<file path="src/rtl/ahb_noc_tx_if.sv">
// AHB-Lite slave bus plus NoC transmit link for ahb_noc_tx.
//   slave  : view taken by ahb_noc_tx (AHB inputs, HRDATA/HREADYOUT out, flit out)
//   master : view taken by the AHB master / router side
// Signals:
//   HADDR, HWDATA, HSIZE, HTRANS, HWRITE, HREADY, HSEL : AHB-Lite request
//   HRDATA, HREADYOUT                                   : AHB-Lite response
//   tx_flit, tx_valid, tx_ready                         : flit handshake to router
interface ahb_noc_tx_if;
  logic [31:0] HADDR;
  logic [31:0] HWDATA;
  logic [2:0]  HSIZE;
  logic [1:0]  HTRANS;
  logic        HWRITE;
  logic        HREADY;
  logic        HSEL;
  logic [31:0] HRDATA;
  logic        HREADYOUT;
  logic [31:0] tx_flit;
  logic        tx_valid;
  logic        tx_ready;

  modport slave (
    input  HADDR, HWDATA, HSIZE, HTRANS, HWRITE, HREADY, HSEL, tx_ready,
    output HRDATA, HREADYOUT, tx_flit, tx_valid
  );

  modport master (
    output HADDR, HWDATA, HSIZE, HTRANS, HWRITE, HREADY, HSEL, tx_ready,
    input  HRDATA, HREADYOUT, tx_flit, tx_valid
  );
endinterface

</file>
<file path="src/rtl/ahb_noc_tx.sv">
// AHB-Lite slave that queues writes as NoC flits for a mesh router.
// Register map (HADDR[3:2]):
//   0 TX_DATA  write pushes {dest, src, HWDATA[23:0]}; reads 0
//   1 DEST     {dest_x, dest_y} in bits[3:0]
//   2 STATUS   bit0 full, bit1 empty, bits[6:2] count
//   3 reserved
// Ports:
//   HCLK      clock, rising edge
//   HRESET    synchronous active-high reset
//   Addr_X/Y  local PE coordinates, used as flit source
//   bus       AHB-Lite slave + flit link (ahb_noc_tx_if.slave)
module ahb_noc_tx #(
  parameter int unsigned DEPTH = 4
) (
  input  logic       HCLK,
  input  logic       HRESET,
  input  logic [1:0] Addr_X,
  input  logic [1:0] Addr_Y,
  ahb_noc_tx_if.slave bus
);

  localparam int unsigned AW = (DEPTH > 1) ? $clog2(DEPTH) : 1;
  localparam int unsigned CW = $clog2(DEPTH) + 1;

  localparam logic [1:0] OffTxData = 2'd0;
  localparam logic [1:0] OffDest   = 2'd1;
  localparam logic [1:0] OffStatus = 2'd2;

  // Registered data-phase controls
  logic          dp_valid_q, dp_valid_d;
  logic          dp_write_q, dp_write_d;
  logic [1:0]    dp_addr_q, dp_addr_d;

  logic [3:0]    dest_q, dest_d;
  logic [AW-1:0] wr_ptr_q, wr_ptr_d;
  logic [AW-1:0] rd_ptr_q, rd_ptr_d;
  logic [CW-1:0] count_q, count_d;
  logic [31:0]   mem_q [DEPTH];
  logic [31:0]   mem_d [DEPTH];

  logic          addr_qual;
  logic          fifo_full;
  logic          fifo_empty;
  logic          pop;
  logic          push;
  logic          tx_wr_phase;
  logic          hready_out;
  logic [4:0]    count5;

  logic unused_bits;
  assign unused_bits = ^{bus.HSIZE, bus.HADDR[31:4], bus.HADDR[1:0], bus.HWDATA[31:24]};

  always_comb begin
    addr_qual   = bus.HSEL && bus.HREADY && (bus.HTRANS != 2'b00);
    fifo_full   = (count_q == CW'(DEPTH));
    fifo_empty  = (count_q == '0);
    pop         = !fifo_empty && bus.tx_ready;
    tx_wr_phase = dp_valid_q && dp_write_q && (dp_addr_q == OffTxData);
    // Stall only a TX_DATA write into a full FIFO that is not draining this cycle
    hready_out  = !(tx_wr_phase && fifo_full && !pop);
    push        = tx_wr_phase && hready_out;
    count5      = 5'(count_q);
  end

  // Data-phase control capture; held while stalled
  always_comb begin
    dp_valid_d = dp_valid_q;
    dp_write_d = dp_write_q;
    dp_addr_d  = dp_addr_q;
    if (hready_out) begin
      dp_valid_d = addr_qual;
      dp_write_d = bus.HWRITE;
      dp_addr_d  = bus.HADDR[3:2];
    end
  end

  always_comb begin
    dest_d = dest_q;
    if (hready_out && dp_valid_q && dp_write_q && (dp_addr_q == OffDest)) begin
      dest_d = bus.HWDATA[3:0];
    end
  end

  // FIFO: at full, a simultaneous push/pop writes the slot being vacated,
  // which is safe because the head is read before the edge.
  always_comb begin
    mem_d    = mem_q;
    wr_ptr_d = wr_ptr_q;
    rd_ptr_d = rd_ptr_q;
    count_d  = count_q;
    if (push) begin
      mem_d[wr_ptr_q] = {dest_q, Addr_X, Addr_Y, bus.HWDATA[23:0]};
      wr_ptr_d        = wr_ptr_q + AW'(1);
    end
    if (pop) begin
      rd_ptr_d = rd_ptr_q + AW'(1);
    end
    unique case ({push, pop})
      2'b10:   count_d = count_q + CW'(1);
      2'b01:   count_d = count_q - CW'(1);
      default: count_d = count_q;
    endcase
  end

  always_ff @(posedge HCLK) begin
    if (HRESET) begin
      dp_valid_q <= 1'b0;
      dp_write_q <= 1'b0;
      dp_addr_q  <= 2'd0;
      dest_q     <= 4'd0;
      wr_ptr_q   <= '0;
      rd_ptr_q   <= '0;
      count_q    <= '0;
    end else begin
      dp_valid_q <= dp_valid_d;
      dp_write_q <= dp_write_d;
      dp_addr_q  <= dp_addr_d;
      dest_q     <= dest_d;
      wr_ptr_q   <= wr_ptr_d;
      rd_ptr_q   <= rd_ptr_d;
      count_q    <= count_d;
    end
  end

  // Storage needs no reset: entries are only visible when count is nonzero
  always_ff @(posedge HCLK) begin
    mem_q <= mem_d;
  end

  always_comb begin
    bus.HREADYOUT = hready_out;
    bus.tx_valid  = !fifo_empty;
    bus.tx_flit   = fifo_empty ? 32'd0 : mem_q[rd_ptr_q];
    bus.HRDATA    = 32'd0;
    if (dp_valid_q && !dp_write_q) begin
      unique case (dp_addr_q)
        OffDest:   bus.HRDATA = {28'd0, dest_q};
        OffStatus: bus.HRDATA = {25'd0, count5, fifo_empty, fifo_full};
        default:   bus.HRDATA = 32'd0;
      endcase
    end
  end

endmodule

</file>
<file path="src/flat_wrapper.sv">
// flat-port wrapper written by rule: the top's interface ports become plain ports
module ahb_noc_tx_flat 
#(
  parameter int unsigned DEPTH = 4
)
  (HCLK, HRESET, Addr_X, Addr_Y, bus_HADDR, bus_HWDATA, bus_HSIZE, bus_HTRANS, bus_HWRITE, bus_HREADY, bus_HSEL, bus_tx_ready, bus_HRDATA, bus_HREADYOUT, bus_tx_flit, bus_tx_valid);
  ahb_noc_tx_if bus_i ();
  input  logic HCLK;
  input  logic HRESET;
  input  logic [1:0] Addr_X;
  input  logic [1:0] Addr_Y;
  input wire logic [$bits(bus_i.HADDR)-1:0] bus_HADDR;
  input wire logic [$bits(bus_i.HWDATA)-1:0] bus_HWDATA;
  input wire logic [$bits(bus_i.HSIZE)-1:0] bus_HSIZE;
  input wire logic [$bits(bus_i.HTRANS)-1:0] bus_HTRANS;
  input wire logic [$bits(bus_i.HWRITE)-1:0] bus_HWRITE;
  input wire logic [$bits(bus_i.HREADY)-1:0] bus_HREADY;
  input wire logic [$bits(bus_i.HSEL)-1:0] bus_HSEL;
  input wire logic [$bits(bus_i.tx_ready)-1:0] bus_tx_ready;
  output wire logic [$bits(bus_i.HRDATA)-1:0] bus_HRDATA;
  output wire logic [$bits(bus_i.HREADYOUT)-1:0] bus_HREADYOUT;
  output wire logic [$bits(bus_i.tx_flit)-1:0] bus_tx_flit;
  output wire logic [$bits(bus_i.tx_valid)-1:0] bus_tx_valid;
  assign bus_i.HADDR = bus_HADDR;
  assign bus_i.HWDATA = bus_HWDATA;
  assign bus_i.HSIZE = bus_HSIZE;
  assign bus_i.HTRANS = bus_HTRANS;
  assign bus_i.HWRITE = bus_HWRITE;
  assign bus_i.HREADY = bus_HREADY;
  assign bus_i.HSEL = bus_HSEL;
  assign bus_i.tx_ready = bus_tx_ready;
  assign bus_HRDATA = bus_i.HRDATA;
  assign bus_HREADYOUT = bus_i.HREADYOUT;
  assign bus_tx_flit = bus_i.tx_flit;
  assign bus_tx_valid = bus_i.tx_valid;
  ahb_noc_tx #(.DEPTH(DEPTH)) u_core (.HCLK(HCLK), .HRESET(HRESET), .Addr_X(Addr_X), .Addr_Y(Addr_Y), .bus(bus_i));
endmodule
</file>
<file path="config.mk">
export PLATFORM = sky130hd
export DESIGN_NAME = ahb_noc_tx_flat
export DESIGN_NICKNAME = d
export VERILOG_FILES = /design/src/rtl/ahb_noc_tx_if.sv /design/src/rtl/ahb_noc_tx.sv /design/src/flat_wrapper.sv
export SDC_FILE = /design/constraint.sdc
export NUM_CORES = 1
export LEC_CHECK = 0
export CORE_ASPECT_RATIO = 2
export CORE_MARGIN = 4
export CORE_UTILIZATION = 25
export DETAILED_ROUTE_END_ITERATION = 6
export PLACE_DENSITY = 0.54
export SLEW_MARGIN = 5
export SYNTH_ARGS = -nofsm -noshare
export SYNTH_HDL_FRONTEND = slang
export SYNTH_SLANG_ARGS = --single-unit
</file>
<file path="constraint.sdc">
create_clock -name HCLK -period 2.7 [get_ports HCLK]
set_input_delay 0.27 -clock HCLK [delete_from_list [all_inputs] [get_ports HCLK]]
set_output_delay 0.27 -clock HCLK [all_outputs]
set_load 0.01 [all_outputs]
</file>
==> run metrics, run 1 <==
Cell variety after synth=35; CTS max path bufs=2; max_slew headroom=60.54%; synth top area cells=edfxtp_1 64%, mux4_2 12%, dfxtp_1 5.0%; CTS tree=yes; sequential group share of total power=48.4%; first drt pass iteration count=4; Switching Fraction=18.99%; final number of setup-violating endpoints=0; num ports=145; vias in the first global route=3460; fill cell count=2236; crit share post-route=94.66%; Max Slew Vio Count=0; Area growth syn-to-layout=28.32%; #FFs+latches synth=143; die span in x=117.3 um; worst hold slack=0.4240 ns; NetSw=0.9493 mW; DRC viols=0; VDD IR max=0.3369 mV; register area=4149 um^2; Int Power=4.050 mW; die area=26580 um^2; clock root buffer=clkbuf_16; layout cell share with drive strength beyond 1=18.72%; leakage power=2.423 nW; mapped cell area=5973 um^2; commonest non-fill, non-tap cell in the layout=edfxtp_1; Pwr Density=652.2 nW/um^2; hold crit path type=input port to flip-flop; Worst-Margin Slew=0.5900 ns; RSZ-0062 raised after global routing=no; WL final=12490 um; Chip Height=226.6 um; gr usage total=9.868%; commonest non-fill, non-tap cells in the layout=128 x edfxtp_1, 76 x clkdlybuf4s50_1, 32 x mux4_2, 31 x nor2b_1, 27 x conb_1; Layout Nets=513; CP arrival=2.29 ns; area of the multi-input gates=1594 um^2; Hold Vio Cnt, Final=0; Core Rows=79; Period minus WS final=2.556 ns; CP max FO=14; Clock Skews=0.006822 ns; first-pass GRT wire length=19430 um; Sum Neg Setup Slack=0 ns; IO Port Bufs=76; Final Util=32.72%; Clk network pwr share=47.7%; yosys warns=0; dominant cell type by area after synthesis=edfxtp_1; CP Data Required Time=2.43 ns; CP endpoint kind=primary output; Setup crit start kind=flip-flop; Post-CTS Setup Bufs=0; Core ar.=23430 um^2; largest net degree at the start of global routing=34; combinational power share=3.9%; max-cap violations=0; Post-Synthesis Cells=338; Starting Density=25.50%; fmax=0.3913 GHz; H-tree depth=4; Via density=4.322; setup ws final=0.1442 ns; overall power=4.999 mW; Inserted Clock Buffers=17; WL/cell=17.32 um; overflow left after global routing=0; GP Congestion=0.6990; outcome=completed; worst skew pair latency=0.42 ns; sequential element share of the synthesized area=69.38%; pre-CTS WS=0.1081 ns; antenna-violating nets left=0; Avg Cell Area, Syn=17.67 um^2; initial DRC count=186; vias=3116; clock sink count=143; HPWL Detailed=8031 um; n_diodes=0; clock transition at the registers of the reported paths=0.06 ns; initial antenna violation count=0; WS Path Type=flip-flop to primary output; fraction of post-synthesis cell area in the top cell type by area=64.35%
==> registers in the layout, summed over array words and instances, names as in the netlist <==
signal             flops
u_core.mem_q         128
u_core.count_q         3
u_core.dp_addr_q       2
u_core.dp_valid_q      1
u_core.rd_ptr_q        2
u_core.wr_ptr_q        2
u_core.dest_q          4
u_core.dp_write_q      1
==> power by group through the flow <==
| stage | sequential (mW) | combinational (mW) | clock [mW] |
|---|---|---|---|
| after detailed placement | 2.47 | 0.198 | 0 |
| after floorplan | 2.46 | 0.115 | 0 |
| after global routing | 2.42 | 0.213 | 2.54 |
| final | 2.42 | 0.196 | 2.38 |
| after global placement | 2.47 | 0.193 | 0 |
| after CTS | 2.42 | 0.199 | 2.44 |
==> metrics by stage <==
stage          cell area, um^2  std cells
2_1_floorplan             6071        364
3_3_place_gp              7056        689
3_5_place_dp              7056        689
4_1_cts                   7665        721
5_1_grt                   7665        721
6_report                  7665        721
==> worst paths after layout <==
path,from,end,slack [ns],cells after the start
hold reg to reg,u_core.dp_addr_q[0]$_SDFFE_PP0N_,u_core.dp_addr_q[0]$_SDFFE_PP0N_,0.50,2
setup / recovery,u_core.rd_ptr_q[0]$_SDFFE_PP0P_,bus_tx_flit[0],0.14,4
hold / removal,bus_HADDR[3],u_core.dp_addr_q[1]$_SDFFE_PP0N_,0.42,3
setup reg to reg,u_core.dp_addr_q[0]$_SDFFE_PP0N_,u_core.count_q[2]$_SDFFE_PP0P_,0.33,11
==> Yosys cell counts <==
cell type	number
buf_4	28
dfxtp_1	15
o21ai_0	3
o21ai_2	2
mux4_2	32
nor2b_1	31
or4b_1	1
and3_1	5
nor2_1	12
a21oi_2	1
edfxtp_1	128
nand3_1	6
nand2b_1	8
o31ai_1	1
a32oi_1	1
a21oi_1	8
buf_2	5
nor4b_4	1
nand2_1	1
ha_1	8
o211ai_1	1
xor2_1	4
inv_1	10
fa_1	1
o311ai_0	1
mux2i_1	4
conb_1	1
nand3b_1	1
or3_1	1
a22oi_1	3
buf_6	4
nor3_2	1
and2b_1	1
and4b_1	1
clkbuf_1	7
==> critical path: stages, from the launching register on <==
cell             delay [ns]
dfxtp_4                0.46
buf_12                 0.21
mux4_2                 0.50
and2b_1                0.20
clkdlybuf4s50_1        0.49
==> final cells by class <==
class	count	area share [%]
inverter	10	0.4897
tap	283	4.620
timing repair buffer	86	12.05
multi-input combinational	167	20.80
sequential	143	54.13
clock buffer	20	5.697
clock inverter	12	2.220
==> cells by family after synthesis <==
| kind of cell | after synthesis | synth area share (%) |
|---|---|---|
| flip-flops | 143 | 69.38 |
| AND/OR/NAND/NOR | 70 | 7.185 |
| buffers and inverters | 54 | 5.760 |
| multiplexers | 36 | 12.74 |
| AO/OA/AOI/OAI | 21 | 2.283 |
| adder cells (fa/ha/maj) | 9 | 2.011 |
| XOR/XNOR | 4 | 0.5864 |
| other | 1 | 0.06278 |
==> metal layers <==
layer / vias to the layer above / routed length, um / track usage, %
li1: 1408 / - / -
met1: 1597 / 4398 / 9.385
met2: 96 / 7321 / 19.24
met3: 15 / 441 / 2.696
met4: 0 / 327 / 4.926
met5: - / 0 / 0
==> timing repair <==
item / CTS / global route
endpoints found under the setup margin: 8 / 0
hold buffers: 0 / 0
hold endpoints to repair: 0 / 0
resized for setup: 1 / 0
Note: power is estimated with default switching activity, not from simulation.
==> run 2: changes to the inputs <==
- CAP_MARGIN: not set -> 20
- CELL_PAD_IN_SITES_DETAIL_PLACEMENT: not set -> 1
- CELL_PAD_IN_SITES_GLOBAL_PLACEMENT: not set -> 2
- PLACE_DENSITY: 0.54 -> 0.68
==> run metrics, run 2 (same netlist as run 1, synthesis figures left out) <==
clock transition at the registers of the reported paths=0.06 ns; Post-Place Cells=687; max_slew headroom=54.44%; most flop-heavy register=u_core.mem_q; die span in x=117.3 um; outcome=completed; Hold Vio Cnt, Final=0; CP Data Required Time=2.43 ns; WS Path Type=flip-flop to primary output; Critical Path Stages=4; Period minus WS final=2.504 ns; Layout Nets=512; Core ar.=23430 um^2; reg2reg path depth=11; die area=26580 um^2; GP Congestion=0.7170; Via density=4.225; first-pass GRT wire length=20110 um; Chip Height=226.6 um; Slowest cell on crit path=mux4_2; max reg flops=128; commonest non-fill, non-tap cell in the layout=edfxtp_1; crit share post-route=92.74%; IO Port Bufs=76; Setup crit start kind=flip-flop; CP arrival=2.23 ns; antenna-violating nets left=0; Max Slew Vio Count=0; WL final=12890 um; vias=3042; CP max FO=16; crit-path leading delay family=buffers and inverters; initial DRC count=119; Sum Neg Setup Slack=0 ns; HPWL Detailed=8330 um; R2R Setup Slk=0.35 ns; Crit path largest cell delay=0.50 ns; overall power=5.133 mW; DRC viols=0; clock sink count=143; RSZ-0062 raised after global routing=no; worst skew pair latency=0.42 ns; CP Launch Point=u_core.rd_ptr_q[0]$_SDFFE_PP0P_; overflow left after global routing=0; vias in the first global route=3549; FF-to-FF End=u_core.count_q[2]$_SDFFE_PP0P_; n_diodes=0; initial antenna violation count=0; Worst-Margin Slew=0.6813 ns; layout cell share with drive strength beyond 1=18.99%; VDD IR max=0.2471 mV; final number of setup-violating endpoints=0; Starting Density=25.50%; reg-to-reg startpoint=u_core.dp_addr_q[0]$_SDFFE_PP0N_; CTS max path bufs=2; num ports=145; crit path cell chain=clkbuf_16 -> mux4_2 -> nor2b_1 -> clkdlybuf4s50_1; fill cell count=2366; CP endpoint kind=primary output; CP Buf/Inv Count=2; clock root buffer=clkbuf_16; CTS tree=yes; max-cap violations=0; Core Rows=79; Pwr Density=665.8 nW/um^2; Inserted Clock Buffers=17; commonest non-fill, non-tap cells in the layout=128 x edfxtp_1, 76 x clkdlybuf4s50_1, 32 x mux4_2, 31 x nor2b_1, 27 x conb_1; Layout Cells excl Fill=720; largest net degree at the start of global routing=34; hold crit path type=input port to flip-flop; WL/cell=17.90 um; gr usage total=10.16%; biggest regs=u_core.mem_q: 128 flops, u_core.dest_q: 4 flops, u_core.count_q: 3 flops; first drt pass iteration count=4; Area growth syn-to-layout=29.07%; end point of the critical path=bus_tx_flit[23]; Post-CTS Resized=0; Clock Skews=0.008113 ns; leakage power=2.447 nW; fmax=0.3993 GHz; H-tree depth=4
==> run 2: repair_timing <==
item	4_1_cts	5_1_grt
endpoints found under the setup margin	0	1
setup buffers	0	0
hold buffers	0	0
==> run 2: power by group <==
| part | switching (mW) | total [mW] | internal (mW) |
|---|---|---|---|
| Combinational | 0.0949 | 0.198 | 0.104 |
| Sequential | 0.00770 | 2.42 | 2.41 |
| Clock | 0.876 | 2.52 | 1.64 |
| Total | 0.979 | 5.13 | 4.15 |
==> run 2: per-layer routing <==
layer / track usage, % / wire, um / vias up
met5: 0 / 0 / -
met4: 4.699 / 206 / 0
met3: 2.871 / 491 / 8
met2: 19.84 / 7659 / 83
met1: 9.750 / 4533 / 1547
li1: - / - / 1404
==> run 2: how the worst min path moves through the flow <==
| stage | startpoint | to | cells after the start |
|---|---|---|---|
| after floorplan | bus_HWDATA[0] | u_core.mem_q[0]$_DFFE_PP_ | 0 |
| after global placement | u_core.dp_addr_q[0]$_SDFFE_PP0N_ | u_core.dp_addr_q[0]$_SDFFE_PP0N_ | 2 |
| after detailed placement | u_core.dp_addr_q[1]$_SDFFE_PP0N_ | u_core.dp_addr_q[1]$_SDFFE_PP0N_ | 2 |
| after CTS | bus_HADDR[3] | u_core.dp_addr_q[1]$_SDFFE_PP0N_ | 3 |
| after global routing | bus_HADDR[2] | u_core.dp_addr_q[0]$_SDFFE_PP0N_ | 3 |
| final | bus_HADDR[2] | u_core.dp_addr_q[0]$_SDFFE_PP0N_ | 3 |
==> run 2: area by class of cell <==
cell class              instances  area [um^2]  share of cell area [%]
flip-flops and latches        143         4146                   53.78
inverters                      10        37.54                  0.4869
clock inverters                14        215.2                   2.791
multi-input cells             167         1594                   20.68
repair buffers                 85        933.4                   12.11
clock buffers                  18        429.2                   5.566
well taps                     283        354.1                   4.593
==> run 2: worst register-to-register path, cell delays in order, from the launching register on <==
cell	delay [ns]
dfxtp_1	0.36
inv_1	0.07
ha_1	0.21
nand3_1	0.23
nor2_1	0.09
inv_1	0.07
ha_1	0.19
inv_1	0.06
fa_1	0.38
xor2_1	0.16
or3_1	0.30
a21oi_1	0.15
==> run 2: metrics by stage <==
step	hold slack (ns)	worst slack (ns)	utilization, %	cell area [um^2]
final	0.4409	0.1959	32.91	7710
after global routing	0.4413	0.07320	32.91	7710
after CTS	0.4070	0.05148	32.80	7685
after detailed placement	0.4854	0.1437	30.05	7041
after global placement	0.4769	0.2231	30.05	7041
after floorplan	0.3689	0.4730	-	6071
